[src/rtl/seq_det_param.sv]
// Serial pattern detector with runtime-loadable pattern and overlap mode,
// registered match pulse and a saturating, clearable match counter.
module seq_det_param #(
  parameter int             N       = 6,
  parameter logic [N-1:0]   PATTERN = 6'b101011,
  parameter bit             OVERLAP = 1'b0,
  parameter int             CNT_W   = 8
) (
  input  logic             clk,
  input  logic             rst,
  input  logic             in,
  input  logic             in_valid,
  input  logic             cfg_load,
  input  logic [N-1:0]     cfg_pattern,
  input  logic             cfg_overlap,
  input  logic             cnt_clr,
  output logic             z,
  output logic [CNT_W-1:0] match_cnt,
  output logic             cnt_sat,
  output logic             state
);

  // in_valid qualifies in on a rising edge; there is no back-pressure, so a
  // bit presented with in_valid=1 is always consumed unless cfg_load or rst
  // is also high on that edge.

  typedef enum logic {
    FILL  = 1'b0,
    ARMED = 1'b1
  } state_t;

  localparam int               FW        = $clog2(N + 1);
  localparam logic [FW-1:0]    FILL_FULL = FW'(N);
  localparam logic [CNT_W-1:0] CNT_MAX   = '1;

  state_t         cur_state;
  logic [N-1:0]   hist;
  logic [N-1:0]   act_pat;
  logic           act_ovl;
  logic [FW-1:0]  fill;

  logic [N-1:0]   hist_next;
  logic [FW-1:0]  fill_inc;
  logic           match;

  always_comb begin
    hist_next = {hist[N-2:0], in};
    fill_inc  = (fill == FILL_FULL) ? FILL_FULL : fill + FW'(1);
    match     = in_valid && !cfg_load && (hist_next == act_pat) &&
                (fill_inc == FILL_FULL);
  end

  // Detector FSM: state mirrors whether the fill counter has reached N.
  always_ff @(posedge clk) begin
    if (rst) begin
      cur_state <= FILL;
      hist      <= '0;
      fill      <= '0;
      act_pat   <= PATTERN;
      act_ovl   <= OVERLAP;
      z         <= 1'b0;
    end else begin
      z <= 1'b0;
      if (cfg_load) begin
        act_pat   <= cfg_pattern;
        act_ovl   <= cfg_overlap;
        hist      <= '0;
        fill      <= '0;
        cur_state <= FILL;
      end else if (in_valid) begin
        hist <= hist_next;
        if (match) begin
          z <= 1'b1;
          // Non-overlapping mode needs N fresh bits before the next match.
          if (act_ovl) begin
            fill      <= FILL_FULL;
            cur_state <= ARMED;
          end else begin
            fill      <= '0;
            cur_state <= FILL;
          end
        end else begin
          fill      <= fill_inc;
          cur_state <= (fill_inc == FILL_FULL) ? ARMED : FILL;
        end
      end
    end
  end

  // Clear wins over a same-edge match; cfg_load never touches the counter.
  always_ff @(posedge clk) begin
    if (rst || cnt_clr) begin
      match_cnt <= '0;
      cnt_sat   <= 1'b0;
    end else if (match && (match_cnt != CNT_MAX)) begin
      match_cnt <= match_cnt + CNT_W'(1);
      if (match_cnt == CNT_MAX - CNT_W'(1)) begin
        cnt_sat <= 1'b1;
      end
    end
  end

  assign state = cur_state;

endmodule

[config.mk]
export PLATFORM = sky130hd
export DESIGN_NAME = seq_det_param
export DESIGN_NICKNAME = d
export VERILOG_FILES = /design/src/rtl/seq_det_param.sv
export SDC_FILE = /design/constraint.sdc
export NUM_CORES = 1
export LEC_CHECK = 0
export BUFFER_PORTS_ARGS = -buffer_cell sky130_fd_sc_hd__buf_2
export CORE_UTILIZATION = 53
export CTS_BUF_LIST = sky130_fd_sc_hd__clkbuf_4 sky130_fd_sc_hd__clkbuf_8 sky130_fd_sc_hd__clkbuf_16
export DETAILED_ROUTE_END_ITERATION = 8
export MAX_ROUTING_LAYER = met4
export PLACE_DENSITY = 0.88
export SYNTH_ARGS = -nofsm -noshare
export SYNTH_HDL_FRONTEND = slang
export SYNTH_SLANG_ARGS = --single-unit
[constraint.sdc]
create_clock -name clk -period 2.4 [get_ports clk]
set_clock_uncertainty 0.15 [all_clocks]
set_input_delay 0.12 -clock clk [delete_from_list [all_inputs] [get_ports clk]]
set_output_delay 0.12 -clock clk [all_outputs]
set_load 0.02 [all_outputs]
==> out/metrics.cfg, run 1 <==
[layout]
layout-drive-gt1-share_pct=19.9
final_nets=194
diodes=0
syn2layout_area_growth_pct=29.0
nFillCells=145

[hold_path]
hp-class=primary input to flop

[die]
rows=17
start_util_pct=56.3
core_um2=2210
die_area_um2=2550
die_x_um=50.5
die_h_um=50.5
io_pins=24

[clock_network]
htreeDepth=1
clock_tree.buffer_depth=2
clkLatencyLatePin_ns=0.33
cts_buffers=3
numClockSinks=26
clkSlewWorstSetupHoldPaths_ns=0.15
cts_tree=done
clock_tree.root_cell=clkbuf_4

[global_route]
grt_pass1_vias=1182
grt_overflow=0
grt_max_degree=16
grt_util_all_layers_pct=30.3
grt_pass1_wl_um=5410
antenna_found_initial=0

[yosys]
yosysTopAreaCellShare_pct=41.8
postSynthCellCount=137
ys_seq_elements=26
synth_area_um2=1240
synth_edf_count=0
ys_top_cells_by_count=dfxtp_1 (26), nor2_1 (17), a21oi_1 (9)
yosysMostFrequentCell=dfxtp_1
yosys_warnings=0
synth.largest_area_cell=dfxtp_1
synth_seq_area_share_pct=41.8
synth_ff_type=dfxtp_1
netlist-cell-type-count=35
synth_fp_nets=154
asyncSetResetFlopFracSynth_pct=0
synth.area.top_cells=dfxtp_1 (42%), mux2i_1 (6.4%), nor2_1 (5.1%)
postSynthAreaPerCell_um2=9.09

[sta]
setup_violations=0
fin_ws_ns=0.119
clock.fmax_mhz=438
hold_ws_ns=0.0356
hold_violations=0
relSlewSlack_pct=71.0
drv_slew=0
rsz0062_at_grt=no
worstMarginPinSlew_ns=0.431
period_minus_slack_ns=2.28
min_period_over_period_pct=95.0
fin_setup_tns_ns=0

[routing]
via_count=1217
wl_um=3420
viasPerCell=5.97
firstDrtPassIters=4
drc=0
first_iter_violations=29
wl_per_cell_um=16.8
postRouteAntennaNets=0

[worst_setup_path]
end_kind=flop
crit_path_max_fanout=8
arrival_ns=2.34
worstPathRequired_ns=2.46
critPathKind=flop to flop
start_kind=flop

[power_and_ir_drop]
p_leak_nw=0.666
pwr_density_cell_nw_per_um2=527
irDropWorstVdd_mv=0.650

[placed_design]
routabilityCongestion=0.780
hpwl_um=1820
io_buffers=23
dp_slack_ns=0.196

[outcome]
status=completed

[job]
maxCapViolations=0

[cells by family (layout without fill, tap and decap cells)]
family	after synthesis	after routing	synth area share [%]
mux	9	9	7.34
simple gates	55	55	24.8
compound gates	27	27	14.3
buf+inv	9	48	2.81
xor+xnor	7	7	4.92
flops	26	26	41.8
fa+ha+maj	4	4	4.02
[critical path, cell delays in order (launching register included)]
cell and delay [ns]:
dfxtp_1 0.39, ha_1 0.22, xor2_1 0.17, a21boi_1 0.12, nand4bb_2 0.34, buf_4 0.23, o311ai_0 0.38, o41ai_1 0.15
[placed cells by master (no fill, tap or decap), drive strengths merged, types with 2 or more instances in the layout]
cell type    instances
or3                  2
nand4                2
dfxtp               26
nand3b               2
nor4                 2
clkbuf               3
a211o                4
xor2                 7
nand2                6
nor3                 2
nand3                5
or2                  3
or4                  2
ha                   4
dlygate4sd3         17
nor2b                5
o21ai                5
a21oi                9
o31ai                2
nor2                17
nand2b               5
mux2i                8
buf                 24
inv                  3
[timing repair]
| item | CTS | global route |
|---|---|---|
| hold buffers | 17 | 0 |
| setup buffers | 0 | 0 |
| endpoints found under the setup margin | 0 | 1 |
| endpoints found under the hold margin | 11 | 0 |
| gates resized for setup | 0 | 1 |
[through the flow]
stage	std cells	area, um2	utilization, %	total power, mW
after floorplan	137	1240	-	0.500
after global placement	183	1380	62.3	0.515
after detailed placement	183	1380	62.3	0.519
after CTS	204	1600	72.4	0.830
after global routing	204	1610	72.6	0.871
final	204	1610	72.6	0.847
[area by class of cell]
cell class | count | area [um2] | area share (%)
clock buffer | 3 | 22.5 | 1.40
clock inverter | 1 | 30.0 | 1.87
inverter | 3 | 11.3 | 0.701
multi-input combinational | 102 | 694 | 43.2
sequential | 26 | 520 | 32.4
tap | 28 | 35.0 | 2.18
timing repair buffer | 41 | 293 | 18.2
[final timing paths]
check | cells after the start | start | to | slack, ns
min | 3 | in_valid | fill[2]$_SDFFE_PP0P_ | 0.04
max reg2reg | 7 | fill[0]$_SDFFE_PP0P_ | match_cnt[2]$_SDFFE_PP0P_ | 0.12
max | 7 | fill[0]$_SDFFE_PP0P_ | match_cnt[2]$_SDFFE_PP0P_ | 0.12
min reg2reg | 2 | state$_SDFFE_PP0P_ | state$_SDFFE_PP0P_ | 0.34
[per-layer routing]
metal | GRT usage [%] | wire length, um
met2 | 51.3 | 1710
met4 | 18.1 | 126
met3 | 3.33 | 221
met1 | 34.1 | 1360
met5 | - | 0
[flip-flops by register name, summed over array words and instances (netlist names)]
| name | count |
|---|---|
| z | 1 |
| act_pat | 6 |
| act_ovl | 1 |
| cnt_sat | 1 |
| match_cnt | 8 |
| fill | 3 |
| state | 1 |
| hist | 5 |
[power by group]
part | total, mW | internal, mW | switching, mW
Combinational | 0.0899 | 0.0489 | 0.0410
Clock | 0.307 | 0.169 | 0.138
Sequential | 0.450 | 0.442 | 0.00829
(Power assumes the default switching activity.)
==> run 2, diff against run 1 <==
Settings changed: CORE_UTILIZATION 53 to 40, PLACE_DENSITY 0.88 to 0.72, REMOVE_ABC_BUFFERS set to 1.
==> run 2 against run 1 <==
Net effect: maximum frequency up 7.6%; sequential power about the same; via count down 9.0%; first-iteration DRC count up 3.4%; global-route usage down 13 points; largest cell class unchanged.
==> out/metrics.cfg, run 2 (same netlist as run 1, synthesis figures left out) <==
[outcome]
status=completed

[worst_setup_path]
crit_path_max_fanout=9
worstSetupStartpoint=fill[0]$_SDFFE_PP0P_
crit_slowest_cell=or4_1
path_delay_family=simple AND/OR/NAND/NOR gates
start_kind=flop
r2r_end=match_cnt[5]$_SDFFE_PP0P_
timing.rr.start=fill[0]$_SDFFE_PP0P_
cp_num_buf_inv=0
path_cells=ha_1, xor2_1, a21boi_1, nand4bb_4, or4_1, a21oi_1
end_kind=flop
rr_worst_depth=6
rrSetupSlack_ns=0.28
critPathKind=flop to flop
arrival_ns=2.21
worstPathRequired_ns=2.50
slowest_delay_ns=0.55

[clock_network]
htreeDepth=1
clkLatencyLatePin_ns=0.31
numClockSinks=26
clkSlewWorstSetupHoldPaths_ns=0.13
clock_tree.root_cell=clkbuf_4
cts_tree=done
clock_tree.buffer_depth=2
cts_buffers=3

[layout]
finalInstanceArea_um2=1570
syn2layout_area_growth_pct=26.2
final_common_cell=dfxtp_1
regMostFlops=match_cnt
layout-drive-gt1-share_pct=21.4
mostFrequentLayoutCells=dfxtp_1 (26), buf_2 (23), nor2_1 (17), dlygate4sd3_1 (13), a21oi_1 (9)
nFillCells=269
diodes=0
top_regs=match_cnt (8), act_pat (6), hist (5)
largest_register_ffs=8
multi_input_area_um2=711
register_area_um2=520
final_nets=192

[sta]
clock.fmax_mhz=472
worstMarginPinSlew_ns=0.351
fin_ws_ns=0.281
min_period_over_period_pct=88.3
rsz0062_at_grt=no
relSlewSlack_pct=76.5
period_minus_slack_ns=2.12
setup_violations=0
hold_violations=0
fin_setup_tns_ns=0
drv_slew=0

[placed_design]
dp_slack_ns=0.189
io_buffers=23
placed_area_um2=1400
routabilityCongestion=0.782
hpwl_um=1860

[die]
die_area_um2=3340
start_util_pct=43.6
core_um2=2850
die_h_um=57.8
rows=19
die_x_um=57.8
io_pins=24

[global_route]
use_met3_pct=3.13
grt.busiest_layer=met2
grtUsageMet2_pct=28.4
grt_pass1_wl_um=4400
grt_max_degree=14
grt_pass1_vias=1084
grt_util_all_layers_pct=17.3
antenna_found_initial=0
grt_util_met1_pct=20.9
grt_overflow=0

[power_and_ir_drop]
p_leak_nw=0.659
p_sw_mw=0.163
switching_share_pct=23.0
pwr_density_cell_nw_per_um2=451
p_comb_share_pct=11.7
irDropWorstVdd_mv=0.282
clkPwrFrac_pct=24.9
pwr-share-seq_pct=63.3
intPower_mw=0.546

[job]
maxCapViolations=0

[routing]
via_count=1107
drc=0
firstDrtPassIters=4
viasPerCell=5.43
postRouteAntennaNets=0
wl_um=2720
wl_per_cell_um=13.3
first_iter_violations=30

[hold_path]
worstHoldPathCells=3
hp-class=primary input to flop
worstHoldEndpoint=act_pat[1]$_SDFFE_PP1P_
min_from=cfg_load

run 2: cell types whose count changed in the layout (fill, tap and decap cells not counted), sizes merged:
| cell | previous run | this run |
|---|---|---|
| dlygate4sd3 | 17 | 13 |
| bufinv | 1 | 0 |
| buf | 24 | 26 |
run 2: through the flow:
stage	util (%)	instances	power (mW)	hold WS, ns
after floorplan	-	131	0.493	0.0424
after global placement	49.0	188	0.519	0.170
after detailed placement	49.0	188	0.522	0.176
after CTS	54.3	204	0.712	0.0706
after global routing	55.1	204	0.749	0.0855
final	55.1	204	0.709	0.0838
run 2: how the worst max path moves through the flow:
stage | cells after the start | end | slack [ns]
2_1_floorplan | 6 | match_cnt[6]$_SDFFE_PP0P_ | 0.32
3_3_place_gp | 7 | match_cnt[2]$_SDFFE_PP0P_ | 0.29
3_5_place_dp | 7 | match_cnt[2]$_SDFFE_PP0P_ | 0.19
4_1_cts | 7 | match_cnt[2]$_SDFFE_PP0P_ | 0.17
5_1_grt | 7 | match_cnt[2]$_SDFFE_PP0P_ | 0.08
6_report | 6 | match_cnt[5]$_SDFFE_PP0P_ | 0.28
run 2: cell type report:
type / count / area share [%]
multi-input combinational: 102 / 45.2
timing repair buffer: 39 / 17.0
inverter: 3 / 0.717
tap: 31 / 2.47
sequential: 26 / 33.1
clock buffer: 3 / 1.43
run 2: worst register-to-register path, stage by stage (launching register included):
cell and delay, ns:
dfxtp_1 0.40, ha_1 0.23, xor2_1 0.16, a21boi_1 0.12, nand4bb_4 0.29, or4_1 0.56, a21oi_1 0.16
run 2: power groups by stage:
| stage | Clock [mW] | Combinational [mW] | Sequential, mW |
|---|---|---|---|
| after floorplan | 0 | 0.0360 | 0.457 |
| after global placement | 0 | 0.0611 | 0.458 |
| after detailed placement | 0 | 0.0628 | 0.459 |
| after CTS | 0.183 | 0.0792 | 0.449 |
| after global routing | 0.208 | 0.0903 | 0.451 |
| final | 0.177 | 0.0834 | 0.449 |
run 2: per-layer routing:
layer,vias up,share of wire (%)
met4,0,0.63
met2,28,50
met1,513,47
met5,-,0
li1,564,-
met3,2,3.1
run 2: repair_timing:
action,4_1_cts,5_1_grt
setup buffers,0,0
hold buffers,13,0
hold endpoints to repair,11,0
gates resized for setup,0,3
setup endpoints to repair,0,3
==> run 3, diff against run 2 <==
Clock period 2.4 ns to 2.2 ns, I/O delays scaled along.
==> run 3 against run 2 <==
Net effect: global-route usage is 0.10 points higher; maximum frequency is 2.1% higher; count of clock-buffer cells in the layout is 1 higher; via count is 1.4% higher; cell area is 2.1% higher; largest cell class unchanged; highest routed layer unchanged; cell count is 1.5% higher.
==> out/metrics.cfg, run 3 (same netlist as run 1, synthesis figures left out) <==
[layout]
mostFrequentLayoutCells=dfxtp_1 (24), buf_2 (23), nor2_1 (17), dlygate4sd3_1 (14), a21oi_1 (9)
syn2layout_area_growth_pct=28.9
final_nets=194
regMostFlops=match_cnt
largest_register_ffs=8
layout-drive-gt1-share_pct=23.3
final_common_cell=dfxtp_1
utilization_pct=56.3
nFillCells=255
diodes=0
top_regs=match_cnt (8), act_pat (6), hist (5)

[hold_path]
min_from=in_valid
hp-class=primary input to flop

[routing]
met3_length_um=85
firstDrtPassIters=4
wl_per_cell_um=13.1
drc=0
postRouteAntennaNets=0
wl_um=2710
viasPerCell=5.42
wl_met2_um=1370
met1_length_um=1240
via_count=1122
first_iter_violations=32
maxUsedRoutingLayer=met4

[sta]
hold_violations=0
drv_slew=0
setup_violations=0
clock.fmax_mhz=482
rsz0062_at_grt=no
relSlewSlack_pct=76.9
worstMarginPinSlew_ns=0.344
fin_setup_tns_ns=0
period_minus_slack_ns=2.08
min_period_over_period_pct=94.4

[worst_setup_path]
crit_path_max_fanout=8
worstPathRequired_ns=2.30
slowest_delay_ns=0.37
timing.rr.start=fill[0]$_SDFFE_PP0P_
crit_slowest_cell=dfxtp_2
path_cells=ha_1, xor2_1, a21boi_1, nand4bb_4, buf_4, or3_1, a21oi_1
start_kind=flop
arrival_ns=2.17
critPathKind=flop to flop
worstSetupStartpoint=fill[0]$_SDFFE_PP0P_
end_kind=flop

[placed_design]
io_buffers=23
routabilityCongestion=0.772
hpwl_um=1910

[outcome]
status=completed

[die]
start_util_pct=43.6
die_x_um=57.8
die_h_um=57.8
rows=19
core_um2=2850
die_area_um2=3340
io_pins=24

[global_route]
grt_pass1_wl_um=4420
grt_overflow=0
grt_pass1_vias=1027
antenna_found_initial=0
grt_max_degree=15
grt_util_all_layers_pct=17.5

[job]
maxCapViolations=0

[power_and_ir_drop]
p_leak_nw=0.674
pwr_density_cell_nw_per_um2=516
irDropWorstVdd_mv=0.271

[clock_network]
clock_tree.root_cell=clkbuf_4
clkSlewWorstSetupHoldPaths_ns=0.15
clkLatencyLatePin_ns=0.32
cts_tree=done
htreeDepth=1
numClockSinks=26
cts_buffers=3
clock_tree.buffer_depth=2

==> run 3: path summary, 6_finish.rpt <==
kind                               endpoint  slack, ns  cells past startpoint
setup reg to reg  match_cnt[3]$_SDFFE_PP0P_       0.12                      7
hold reg to reg          state$_SDFFE_PP0P_       0.34                      2
hold / removal         fill[2]$_SDFFE_PP0P_       0.06                      3
setup / recovery  match_cnt[3]$_SDFFE_PP0P_       0.12                      7
==> run 3: worst max-delay path: cells and delay by family, from the launching register on <==
kind                     cells  cell delay (ns)
buffers and inverters        1             0.19
XOR/XNOR                     1             0.17
AO/OA/AOI/OAI                2             0.29
AND/OR/NAND/NOR              2             0.62
adder cells (fa/ha/maj)      1             0.21
flip-flops                   1             0.37
==> run 3: repair_timing <==
action | CTS | global route
resized for setup | 0 | 5
hold buffers | 14 | 0
endpoints found under the hold margin | 12 | 0
endpoints found under the setup margin | 0 | 3
setup buffers | 0 | 0
==> run 3: final cells by class <==
cell class              instances  area (um2)  area share [%]
repair buffers                 41         285            17.8
clock buffers                   4        36.3            2.26
multi-input cells             102         711            44.3
inverters                       3        11.3           0.701
flip-flops and latches         26         523            32.6
well taps                      31        38.8            2.42
==> run 3: where the power goes <==
group,internal (mW),switching (mW)
Combinational,0.0520,0.0411
Sequential,0.482,0.00783
Clock,0.101,0.143
Total,0.635,0.192
==> run 3: metal layers <==
| layer | vias up | track usage, % |
|---|---|---|
| met1 | 531 | 21.8 |
| met3 | 2 | 2.23 |
| met2 | 25 | 29.6 |
| met5 | - | - |
| li1 | 564 | - |
| met4 | 0 | 5.10 |
==> run 3: metrics by stage <==
stage	area, um2	instances	hold WS, ns	setup slack [ns]	total power [mW]
after floorplan	1220	131	0.0324	0.117	0.538
after detailed placement	1410	189	0.170	0.0874	0.569
after global routing	1610	207	0.0711	0.00600	0.860
after CTS	1580	207	0.0591	0.0666	0.828
after global placement	1410	189	0.162	0.226	0.567
final	1610	207	0.0578	0.124	0.828
